## src/rtl/mem_bus_arbiter.sv

```systemverilog
// Two-master round-robin arbiter in front of a single bram_controller port.
// A grant is held until the slave answers, or until a watchdog forces an error completion.
module mem_bus_arbiter #(
  parameter int                ADDR_W         = 32,
  parameter int                DATA_W         = 32,
  parameter int                TIMEOUT_CYCLES = 1024,
  parameter logic [DATA_W-1:0] ERR_RDATA      = DATA_W'(32'hDEAD_BEEF)
) (
  input  logic                clk,
  input  logic                reset_n,

  input  logic                m0_mem_valid,
  output logic                m0_mem_ready,
  input  logic [ADDR_W-1:0]   m0_mem_addr,
  input  logic [DATA_W-1:0]   m0_mem_wdata,
  input  logic [DATA_W/8-1:0] m0_mem_wstrb,
  output logic [DATA_W-1:0]   m0_mem_rdata,

  input  logic                m1_mem_valid,
  output logic                m1_mem_ready,
  input  logic [ADDR_W-1:0]   m1_mem_addr,
  input  logic [DATA_W-1:0]   m1_mem_wdata,
  input  logic [DATA_W/8-1:0] m1_mem_wstrb,
  output logic [DATA_W-1:0]   m1_mem_rdata,

  output logic                s_mem_valid,
  input  logic                s_mem_ready,
  output logic [ADDR_W-1:0]   s_mem_addr,
  output logic [DATA_W-1:0]   s_mem_wdata,
  output logic [DATA_W/8-1:0] s_mem_wstrb,
  input  logic [DATA_W-1:0]   s_mem_rdata,

  output logic [1:0]          grant,
  output logic                timeout_err
);

  localparam int TMR_W = $clog2(TIMEOUT_CYCLES);

  typedef enum logic [1:0] {
    IDLE = 2'd0,
    GNT0 = 2'd1,
    GNT1 = 2'd2
  } state_e;

  state_e             state_q;
  logic               last_grant_q;
  logic [TMR_W-1:0]   timer_q;

  logic own0, own1, owner_valid, slave_done, tmo_hit, finish;

  always_comb begin
    own0        = (state_q == GNT0);
    own1        = (state_q == GNT1);
    owner_valid = (own0 & m0_mem_valid) | (own1 & m1_mem_valid);
    slave_done  = owner_valid & s_mem_ready;
    // A slave answer on the last watchdog cycle still counts as a normal completion.
    tmo_hit     = owner_valid & ~s_mem_ready & (timer_q == TMR_W'(TIMEOUT_CYCLES - 1));
    finish      = slave_done | tmo_hit;
  end

  always_comb begin
    grant        = {own1, own0};
    timeout_err  = tmo_hit;
    s_mem_valid  = owner_valid & ~tmo_hit;
    s_mem_addr   = own0 ? m0_mem_addr  : (own1 ? m1_mem_addr  : '0);
    s_mem_wdata  = own0 ? m0_mem_wdata : (own1 ? m1_mem_wdata : '0);
    s_mem_wstrb  = own0 ? m0_mem_wstrb : (own1 ? m1_mem_wstrb : '0);
    m0_mem_ready = own0 & finish;
    m1_mem_ready = own1 & finish;
    m0_mem_rdata = own0 ? (tmo_hit ? ERR_RDATA : s_mem_rdata) : '0;
    m1_mem_rdata = own1 ? (tmo_hit ? ERR_RDATA : s_mem_rdata) : '0;
  end

  // Every completion returns through IDLE so the slave always sees valid drop between requests.
  always_ff @(posedge clk or negedge reset_n) begin
    if (!reset_n) begin
      state_q      <= IDLE;
      last_grant_q <= 1'b1;
      timer_q      <= '0;
    end else begin
      case (state_q)
        IDLE: begin
          timer_q <= '0;
          if (m0_mem_valid && m1_mem_valid) begin
            state_q <= last_grant_q ? GNT0 : GNT1;
          end else if (m0_mem_valid) begin
            state_q <= GNT0;
          end else if (m1_mem_valid) begin
            state_q <= GNT1;
          end
        end
        GNT0, GNT1: begin
          if (!owner_valid) begin
            state_q <= IDLE;
            timer_q <= '0;
          end else if (finish) begin
            state_q      <= IDLE;
            timer_q      <= '0;
            last_grant_q <= (state_q == GNT1);
          end else begin
            timer_q <= timer_q + TMR_W'(1);
          end
        end
        default: begin
          state_q <= IDLE;
          timer_q <= '0;
        end
      endcase
    end
  end

endmodule

```

## config.mk

```make
export PLATFORM = sky130hd
export DESIGN_NAME = mem_bus_arbiter
export DESIGN_NICKNAME = d
export VERILOG_FILES = /design/src/rtl/mem_bus_arbiter.sv
export SDC_FILE = /design/constraint.sdc
export NUM_CORES = 1
export LEC_CHECK = 0
export CAP_MARGIN = 20
export CORE_AREA = 3 3 120 122
export CTS_BUF_LIST = sky130_fd_sc_hd__clkbuf_8
export DETAILED_ROUTE_END_ITERATION = 8
export DIE_AREA = 0 0 123 125
export PLACE_DENSITY = 0.56
export SETUP_SLACK_MARGIN = 0.02
export SLEW_MARGIN = 5
export SYNTH_ARGS = -nofsm -noshare
export SYNTH_HDL_FRONTEND = slang
export SYNTH_SLANG_ARGS = --single-unit
```

## constraint.sdc

```tcl
create_clock -name clk -period 2.4 [get_ports clk]
set_input_delay 0.36 -clock clk [delete_from_list [all_inputs] [get_ports clk]]
set_output_delay 0.36 -clock clk [all_outputs]
set_load 0.02 [all_outputs]
```

# Word level (Yosys, flattened, before mapping)

Index checks and enable logic that the tools add are counted.

Reduce and logical (&&, ||, !) cells: 5
Multiplexer cells: 19
Bitwise operators: 12
Equal/unequal tests: 5
Add/sub/neg operators: 1

Operators with widths:

| operator                                       | number |
|---|---|
| two-way mux 32 bit                             | 7 |
| two-way mux 10 bit                             | 3 |
| two-way mux 2 bit                              | 6 |
| adder 10 x 1 -> 10 bit (second input constant) | 1 |
| == test 10 bit (second input constant)         | 1 |
| AND 1 bit                                      | 8 |
| two-way mux 4 bit                              | 2 |
| != test 4 bit (second input constant)          | 1 |
| one-hot mux 2 bit (2 select lines)             | 1 |
| != test 3 bit (second input constant)          | 1 |
| AND reduction 3 bit                            | 1 |
| == test 2 x 1 -> 1 bit (second input constant) | 1 |
| == test 2 bit (second input constant)          | 1 |
| zero test 2 bit                                | 1 |
| inverter 1 bit                                 | 2 |
| OR 1 bit                                       | 2 |
| AND reduction 2 bit                            | 1 |
| OR reduction 2 bit                             | 1 |
| logical AND 1 bit                              | 1 |

Bits in registers: 13
Word-level logic and storage cells: 45
Bits of input ports: 173
Output and inout bits: 138

# Longest topological paths before layout

Gate-level depths: netlist of run 1.

Depth in word-level cells: 9
Depth in mapped cells: 8
Gate-level depth less buffers: 6

# Worst setup path after synthesis of run 1

No wires, ideal clock.

Path kind: register to output
From: register state_q[0]
To: output m1_mem_rdata[19]
Stages on the path, launching flop included: 8
Path buffers: 2
Arrival: 1,762 ps
Path slack: 278 ps
Data required time: 2,040 ps
Cells stage by stage: dfrtp_1 -> inv_1 -> ha_1 -> buf_2 -> a22oi_2 -> nor4b_4 -> buf_6 -> o21a_1

Longest elaborated chain between the ends: 7

Ends and longest elaborated chain:

| what                            | line | source |
|---|---|---|
| from (decl)                     | 45   | `state_e state_q;` |
| from (signal assigned)          | 85   | `state_q <= last_grant_q ? GNT0 : GNT1;` |
| == test 2 bit                   | 53   | `own1 = (state_q == GNT1);` |
| net own1                        | 49   | `logic own0, own1, owner_valid, slave_done, tmo_hit, finish;` |
| AND 1 bit                       | 54   | `owner_valid = (own0 & m0_mem_valid) \| (own1 & m1_mem_valid);` |
| OR 1 bit                        | 54   |  |
| AND 1 bit (2 in a row)          | 57   | `tmo_hit = owner_valid & ~s_mem_ready & (timer_q == TMR_W'(TIMEOUT_CYCLES - 1));` |
| net timeout_err                 | 34   | `output logic timeout_err` |
| two-way mux 32 bit (2 in a row) | 71   | `m1_mem_rdata = own1 ? (tmo_hit ? ERR_RDATA : s_mem_rdata) : '0;` |
| to (decl)                       | 24   | `output logic [DATA_W-1:0] m1_mem_rdata,` |

The timed path passes the listed nets, and every way through them passes these cells.

# Final worst setup path of run 1

From: register state_q[1]
To: output m1_mem_rdata[0]

Longest elaborated chain between the ends: 7

Ends and longest elaborated chain:

| what                                                           | line |
|---|---|
| == test 2 x 1 -> 1 bit / == test 2 bit (equally long branches) | 52, 53 |
| AND 1 bit                                                      | 54 |
| OR 1 bit                                                       | 54 |
| AND 1 bit (2 in a row)                                         | 57 |
| two-way mux 32 bit                                             | 71 |
| two-way mux 32 bit *                                           | 71 |

Every way passes the cells marked *; elsewhere a longest branch is shown, timed or not.

==> results by group, run 1 <==
Layout
  – Share of layout cells above drive strength 1: 33.69%
  – Fin util: 40.98%
  – Area Overhead vs Synth: 171.2%
  – Finished Cell Area: 5449 um^2
  – Most common cell after layout, fill and taps aside: clkdlybuf4s50_1
  – # nets final: 733
  – Most frequent cells in the layout: 173 x clkdlybuf4s50_1, 67 x a22o_1, 54 x clkdlybuf4s15_2

Timing
  – Worst-Margin Slew: approximately 0.58 ns
  – Fmax: around 430 MHz
  – Setup TNS: 0 ns
  – Worst hold slack: 0.4962 ns
  – Fin crit share: between 90% and 100%
  – Fin. max-slew vios: 0
  – Unrepaired setup endpoints after global routing: true
  – Final Skew: 0.001627 ns
  – # setup viols final: 0
  – Rel. slew slack: 61.17%
  – Minimum clock period: ~2.3 ns
  – Final Hold Viols: 0

Placed design
  – Post-DP HPWL: 11500 um
  – IO buf count: 310
  – GP Congestion: 0.8498
  – DP Area: 5441 um^2

Global routing
  – First-pass GRT wire length: 20040 um
  – GR Layer Usage met2: a little under a third
  – Gr ovfl total: 0
  – Vias in the first global route: about 3300
  – Largest net degree at the start of global routing: 50
  – Tot GR Track Use: 16.62%
  – Met1 usage: 18.72%
  – Busiest grt layer: met2
  – Initial antenna violation count: 1
  – Grt met3 use: around 5.2%

Critical path
  – Worst path required time: 2.04 ns
  – Worst setup EP type: output pin
  – Worst-path maximum fanout: 13
  – Startpoint types: register
  – Crit path kind: register to output pin
  – Worst EP arrival: 1.94 ns

Floorplan
  – Initial Util: 15.11%
  – Core area: between 10000 and 15000 um^2
  – Rows: 42
  – Io pins: 311
  – Die W: roughly 120 um
  – Die height: ~130 um
  – Die area: 15380 um^2

Route
  – Via Count: 3212
  – Final ANT Viol Nets: 0
  – WL/cell: 19.62 um
  – Starting DRT DRC Count: 93
  – WL final: 14360 um
  – 1st-pass router iterations: 4
  – DRC: 0
  – Via-to-Cell Ratio: 4.388

Yosys
  – Synthesized area: 2009 um^2
  – YS warnings: 0
  – Synth top area cells: a22o_1 30%, o21a_1 18%, dfrtp_1 15%
  – Mean area per synthesized cell: 8.443 um^2
  – Unique cell type count in the Yosys netlist: 34
  – Register area share after synthesis: 16.25%
  – Number of synthesized register bits: 13
  – Top cell type's share of synthesized area: around 30%
  – Synth area leader: a22o_1
  – Cell count after synthesis: 238
  – Syn nets: 415

Clock network
  – Clock Tree Buf Depth: 2
  – Clock Tree Root: clkbuf_8
  – Clk_lat worst skew: approximately 0.23 ns
  – Clk slew on worst S/H paths: around 0.05 ns
  – H-tree Lvls: 1
  – Clock buffer count from CTS: 3
  – CTS Sinks: 13
  – Hold-fix buffers at CTS: 0
  – TritonCTS clock tree: built

Pwr
  – Pwr Total: 4.309 mW
  – Cell-internal power: roughly 2.2 mW
  – Pleak: ~2.4 nW
  – Sw Ratio: 49.46%
  – Combinational share of power: 89.5%
  – Peak supply drop: 0.3544 mV
  – Clock share of power: 4.3%
  – Power per Cell Area: ~790 nW/um^2
  – Reg power frac: 6.2%
  – P_sw: 2.131 mW

Flow run
  – Maxcap violations: 0

Run status
  – Status: complete, no violations

Worst hold path
  – Type of the tightest min-delay check: primary input to async pin
## final timing paths
path	startpoint	endpoint	slack, ns	cells past startpoint
worst max-delay path	state_q[1]	m1_mem_rdata[0]	0.1	8
worst min register to register	timer_q[8]	timer_q[8]	0.54	2
max in group asynchronous	reset_n	state_q[0]	1.49	1
min in group clk	timer_q[8]	timer_q[8]	0.54	2
worst max register to register	state_q[1]	timer_q[7]	0.61	8
worst min-delay path	reset_n	timer_q[7]	0.50	1
## power by group through the flow
| stage | Sequential (mW) | Combinational [mW] | Clock (mW) |
|---|---|---|---|
| 2_1_floorplan | 0.261 | 1.93 | 0 |
| 3_3_place_gp | 0.263 | 4.04 | 0 |
| 4_1_cts | 0.260 | 3.87 | 0.191 |
| 5_1_grt | 0.270 | 4.09 | 0.206 |
| 6_report | 0.267 | 3.86 | 0.185 |
| 3_5_place_dp | 0.264 | 4.04 | 0 |
## critical path, stage by stage (launching register included)
cell and delay [ns]:
dfrtp_1 0.41, inv_2 0.07, ha_4 0.17, a22oi_2 0.24, nor4b_4 0.07, buf_4 0.14
bufbuf_16 0.27, o21a_1 0.18, buf_4 0.15
## per-stage QoR
stage	worst slack [ns]	instances
floorplan	0.2783	238
global placement	-0.2975	716
detailed placement	-0.3002	716
global route	-0.007645	732
finish	0.09661	732
CTS	-0.04471	729
## area by class of cell
class | instances | area (um^2)
Clock inverter | 1 | 3.754
Timing Repair Buffer | 343 | 3278
Inverter | 4 | 15.01
Multi-Input combinational cell | 191 | 1560
Fill cell | 1350 | 7846
Clock buffer | 3 | 41.29
Tap cell | 176 | 220.2
Sequential cell | 13 | 327.8
Antenna cell | 1 | 2.502
## state kept, by name, summed over array words and instances (netlist names)
register,flops
last_grant_q,1
timer_q,10
state_q,2
## kinds of logic after synthesis
kind of cell    after synthesis  share of synthesized area (%)
simple gates                 56                          17.93
mux                           1                         0.5604
fa+ha+maj                     4                          2.491
compound gates              121                          49.88
flops                        13                          16.25
xor+xnor                      8                          3.487
buf+inv                      35                          9.402
## repair_timing
item	CTS	global route
setup endpoints to repair	127	114
gates cloned	3	1
buffers inserted	6	1
pin swaps	1	2
hold endpoints to repair	0	0
resized for setup	421	49
## cells in the mapped netlist (all sizes together)
cell	number
a211oi	1
a21oi	1
a22o	68
a22oi	1
a32oi	1
and2	3
and3	18
and4	1
buf	12
clkbuf	19
dfrtp	12
dfstp	1
ha	4
inv	4
mux2	1
nand2	3
nand2b	2
nand3	5
nand3b	1
nand4	7
nor2	13
nor2b	1
nor3b	1
nor4b	1
o211ai	1
o21a	48
xnor2	2
xor2	6
## metal layers
layer,vias to the layer above,share of wire (%)
li1,1562,-
met1,1518,38
met2,122,51
met3,10,9.1
met4,0,1.0
met5,-,0
Note: power is estimated with default switching activity, not from simulation.
==> run 2, diff against run 1 <==
--- a/config.mk
+++ b/config.mk
@@ -5,12 +5,14 @@
 export SDC_FILE = /design/constraint.sdc
 export NUM_CORES = 1
 export LEC_CHECK = 0
+export ABC_AREA = 1
 export CAP_MARGIN = 20
-export CORE_AREA = 3 3 120 122
+export CORE_AREA = 3 3 119 121
 export CTS_BUF_LIST = sky130_fd_sc_hd__clkbuf_8
+export CTS_CLUSTER_SIZE = 30
 export DETAILED_ROUTE_END_ITERATION = 8
-export DIE_AREA = 0 0 123 125
-export PLACE_DENSITY = 0.56
+export DIE_AREA = 0 0 122 124
+export PLACE_DENSITY = 0.59
 export SETUP_SLACK_MARGIN = 0.02
 export SLEW_MARGIN = 5
 export SYNTH_ARGS = -nofsm -noshare
==> run 2 against run 1 <==
Sequential share of layout area decreased by 0.40 points. Total power grew 7.7%. Largest power group unchanged. Maximum frequency shrank 0.85%. Non-clock buffer count is 5 higher.
==> results by group, run 2 <==
Critical path
  – Worst-path maximum fanout: 7 (-6)
  – Startpoint types: register
  – Worst path required time: 2.04 ns (about the same)
  – Crit path kind: register to output pin
  – Worst setup EP type: output pin
  – Worst EP arrival: 1.96 ns (+0.02 ns)

Floorplan
  – Die W: 122 um (-0.81%)
  – Io pins: 311 (unchanged)
  – Die area: 15130 um^2 (-1.6%)
  – Core area: 13190 um^2 (-0.79%)
  – Die height: 124 um (-0.80%)
  – Initial Util: 17.99% (+2.9 points)
  – Rows: 42 (unchanged)

Route
  – Starting DRT DRC Count: 145 (+56%)
  – DRC: 0 (unchanged)
  – Via-to-Cell Ratio: 4.248 (-3.2%)
  – 1st-pass router iterations: 5 (+1)
  – Final ANT Viol Nets: 0 (unchanged)
  – WL final: 14420 um (+0.39%)
  – Via Count: 3942 (+23%)
  – WL/cell: 15.54 um (-21%)

Yosys
  – Number of synthesized register bits: 13 (unchanged)
  – Synth area leader: nand2_1
  – Cell count after synthesis: 436 (+83%)
  – Number of flops mapped to enable cells by yosys: 0 (unchanged)
  – Synth cell count leaders: 158 x nand2_1, 74 x nand3_1, 67 x nor2_1
  – Top_reg_cell synth: dfrtp_1
  – Unique cell type count in the Yosys netlist: 24 (-29%)
  – Asr flop ratio synth: 100.0% (unchanged)
  – Top-count cell post-synth: nand2_1
  – YS warnings: 0 (unchanged)
  – Syn nets: 613 (+48%)
  – Synthesized area: 2372 um^2 (+18%)
  – Register area share after synthesis: 13.77% (-2.5 points)
  – Mean area per synthesized cell: 5.441 um^2 (-36%)
  – Top cell type's share of synthesized area: 25.00% (-4.6 points)
  – Synth top area cells: nand2_1 25%, nand3_1 16%, dfrtp_1 13%

Layout
  – Share of layout cells above drive strength 1: 19.15% (-15 points)
  – Most frequent cells in the layout: 172 x clkdlybuf4s50_1, 156 x nand2_1, 74 x nand3_1
  – Most common cell after layout, fill and taps aside: clkdlybuf4s50_1
  – Number of flip-flops under the largest register name: 10 (unchanged)
  – # diodes: 0 (-1)
  – Most flop-heavy register: timer_q
  – Largest regs: timer_q (10), state_q (2), last_grant_q (1)
  – # nets final: 930 (+27%)
  – Layout Cells excl Fill: 928 (+27%)
  – Area Overhead vs Synth: 145.1%

Clock network
  – Clk slew on worst S/H paths: 0.05 ns (about the same)
  – CTS Sinks: 13 (unchanged)
  – Clock buffer count from CTS: 3 (unchanged)
  – Clk_lat worst skew: 0.24 ns (about the same)
  – Hold-fix buffers at CTS: 0 (unchanged)
  – TritonCTS clock tree: built
  – H-tree Lvls: 1 (unchanged)
  – Clock Tree Root: clkbuf_8
  – Clock Tree Buf Depth: 2 (unchanged)

Global routing
  – Largest net degree at the start of global routing: 40 (-20%)
  – Vias in the first global route: 3790 (+17%)
  – Gr ovfl total: 0 (unchanged)
  – Initial antenna violation count: 0 (-1)
  – Tot GR Track Use: 16.92% (+0.30 points)
  – First-pass GRT wire length: 20230 um (+0.96%)

Timing
  – Fin crit share: 96.79% (+0.82 points)
  – Fin. max-slew vios: 0 (unchanged)
  – Unrepaired setup endpoints after global routing: true
  – Final WS setup: 0.07695 ns (-0.01966 ns)
  – Worst hold slack: 0.4718 ns (-0.02448 ns)
  – Final Skew: 0.001885 ns (+0.0002576 ns)
  – Rel. slew slack: 61.75% (+0.58 points)
  – Minimum clock period: 2.323 ns (+0.01966 ns)
  – Fmax: 430.5 MHz (-0.85%)
  – Final Hold Viols: 0 (unchanged)
  – # setup viols final: 0 (unchanged)
  – Worst-Margin Slew: 0.5720 ns (-0.008618 ns)

Run status
  – Status: complete, no violations

Placed design
  – Place WS: -0.3513 ns (-0.05109 ns)
  – IO buf count: 310 (unchanged)
  – GP Congestion: 0.8269 (-2.7%)
  – Placed cell count: 910 (+27%)
  – Post-DP HPWL: 11450 um (-0.45%)

Pwr
  – Pleak: 2.988 nW (+24%)
  – Peak supply drop: 0.3574 mV (+0.86%)
  – Power per Cell Area: 798.5 nW/um^2 (+0.97%)

Flow run
  – Maxcap violations: 0 (unchanged)

Worst hold path
  – Type of the tightest min-delay check: register to register
-- run 2: cell count changes in the layout (fill, tap and decap cells not counted), sizes merged, moves of 37 or more --
| cell | change |
|---|---|
| a22o | -68 |
| clkdlybuf4s15 | -37 |
| dlygate4sd2 | +62 |
| nand2 | +158 |
| nand3 | +71 |
| nor2 | +78 |
| o21a | -48 |
-- run 2: area by class of cell --
cell class	count	area (um^2)
clock buffer	3	41.29
clock inverter	1	3.754
fill	1395	7376
inverter	26	97.59
multi-input combinational	361	1804
sequential	13	326.6
tap	176	220.2
timing repair buffer	348	3321
-- run 2: worst paths after layout --
kind / slack, ns / endpoint / startpoint / cells after the start
worst min register to register: 0.47 / last_grant_q / last_grant_q / 2
min in group asynchronous: 0.49 / state_q[1] / reset_n / 1
max in group asynchronous: 1.54 / timer_q[6] / reset_n / 1
worst max-delay path: 0.08 / m0_mem_rdata[26] / timer_q[0] / 11
worst min-delay path: 0.47 / last_grant_q / last_grant_q / 2
worst max register to register: 0.54 / timer_q[4] / state_q[1] / 6
-- run 2: per-stage QoR --
step / TNS [ns] / area [um^2] / total power [mW] / util (%)
finish: 0 / 5814 / 4.643 / 44.08
global route: -0.07743 / 5814 / 4.968 / 44.08
CTS: -0.1055 / 5773 / 4.638 / 43.77
detailed placement: -14.29 / 5762 / 4.735 / 43.68
global placement: -12.08 / 5762 / 4.714 / 43.68
floorplan: 0 / 2372 / 2.469 / -
-- run 2: timing repair --
| item | in CTS | in global routing |
|---|---|---|
| gates resized for setup | 272 | 54 |
| setup buffers | 4 | 6 |
| setup endpoints to repair | 129 | 111 |
| gates cloned | 4 | 0 |
| pin swaps | 1 | 5 |
-- run 2: where the power goes --
part / total [mW] / switching [mW] / internal (mW)
Combinational: 4.18 / 2.49 / 1.70
Clock: 0.188 / 0.0747 / 0.113
Sequential: 0.272 / 0.0238 / 0.248
-- run 2: worst max-delay path: stages, from the launching register on --
cell	delay (ns)
dfrtp_1	0.37
ha_2	0.21
nand2_2	0.08
nor2_4	0.13
nand3_4	0.14
buf_12	0.15
nor2_4	0.11
buf_6	0.16
buf_6	0.11
nor2_4	0.03
nor2_1	0.09
buf_4	0.15
-- run 2: per-layer routing --
layer / GRT usage (%) / wire length, um / share of wire [%] / vias to the layer above
li1: - / - / - / 1992
met1: 18.52 / 5175 / 36 / 1713
met2: 31.84 / 7406 / 51 / 214
met3: 4.178 / 1428 / 9.9 / 23
met4: 5.672 / 409 / 2.8 / 0
met5: 0 / 0 / 0 / -
-- run 2: cells by family after synthesis --
kind of cell / count (synthesis) / share of synthesized area (%)
AND/OR/NAND/NOR: 350 / 69.78
buffers and inverters: 63 / 12.82
flip-flops: 13 / 13.77
AO/OA/AOI/OAI: 5 / 1.160
adder cells (fa/ha/maj): 4 / 2.110
XOR/XNOR: 1 / 0.3693
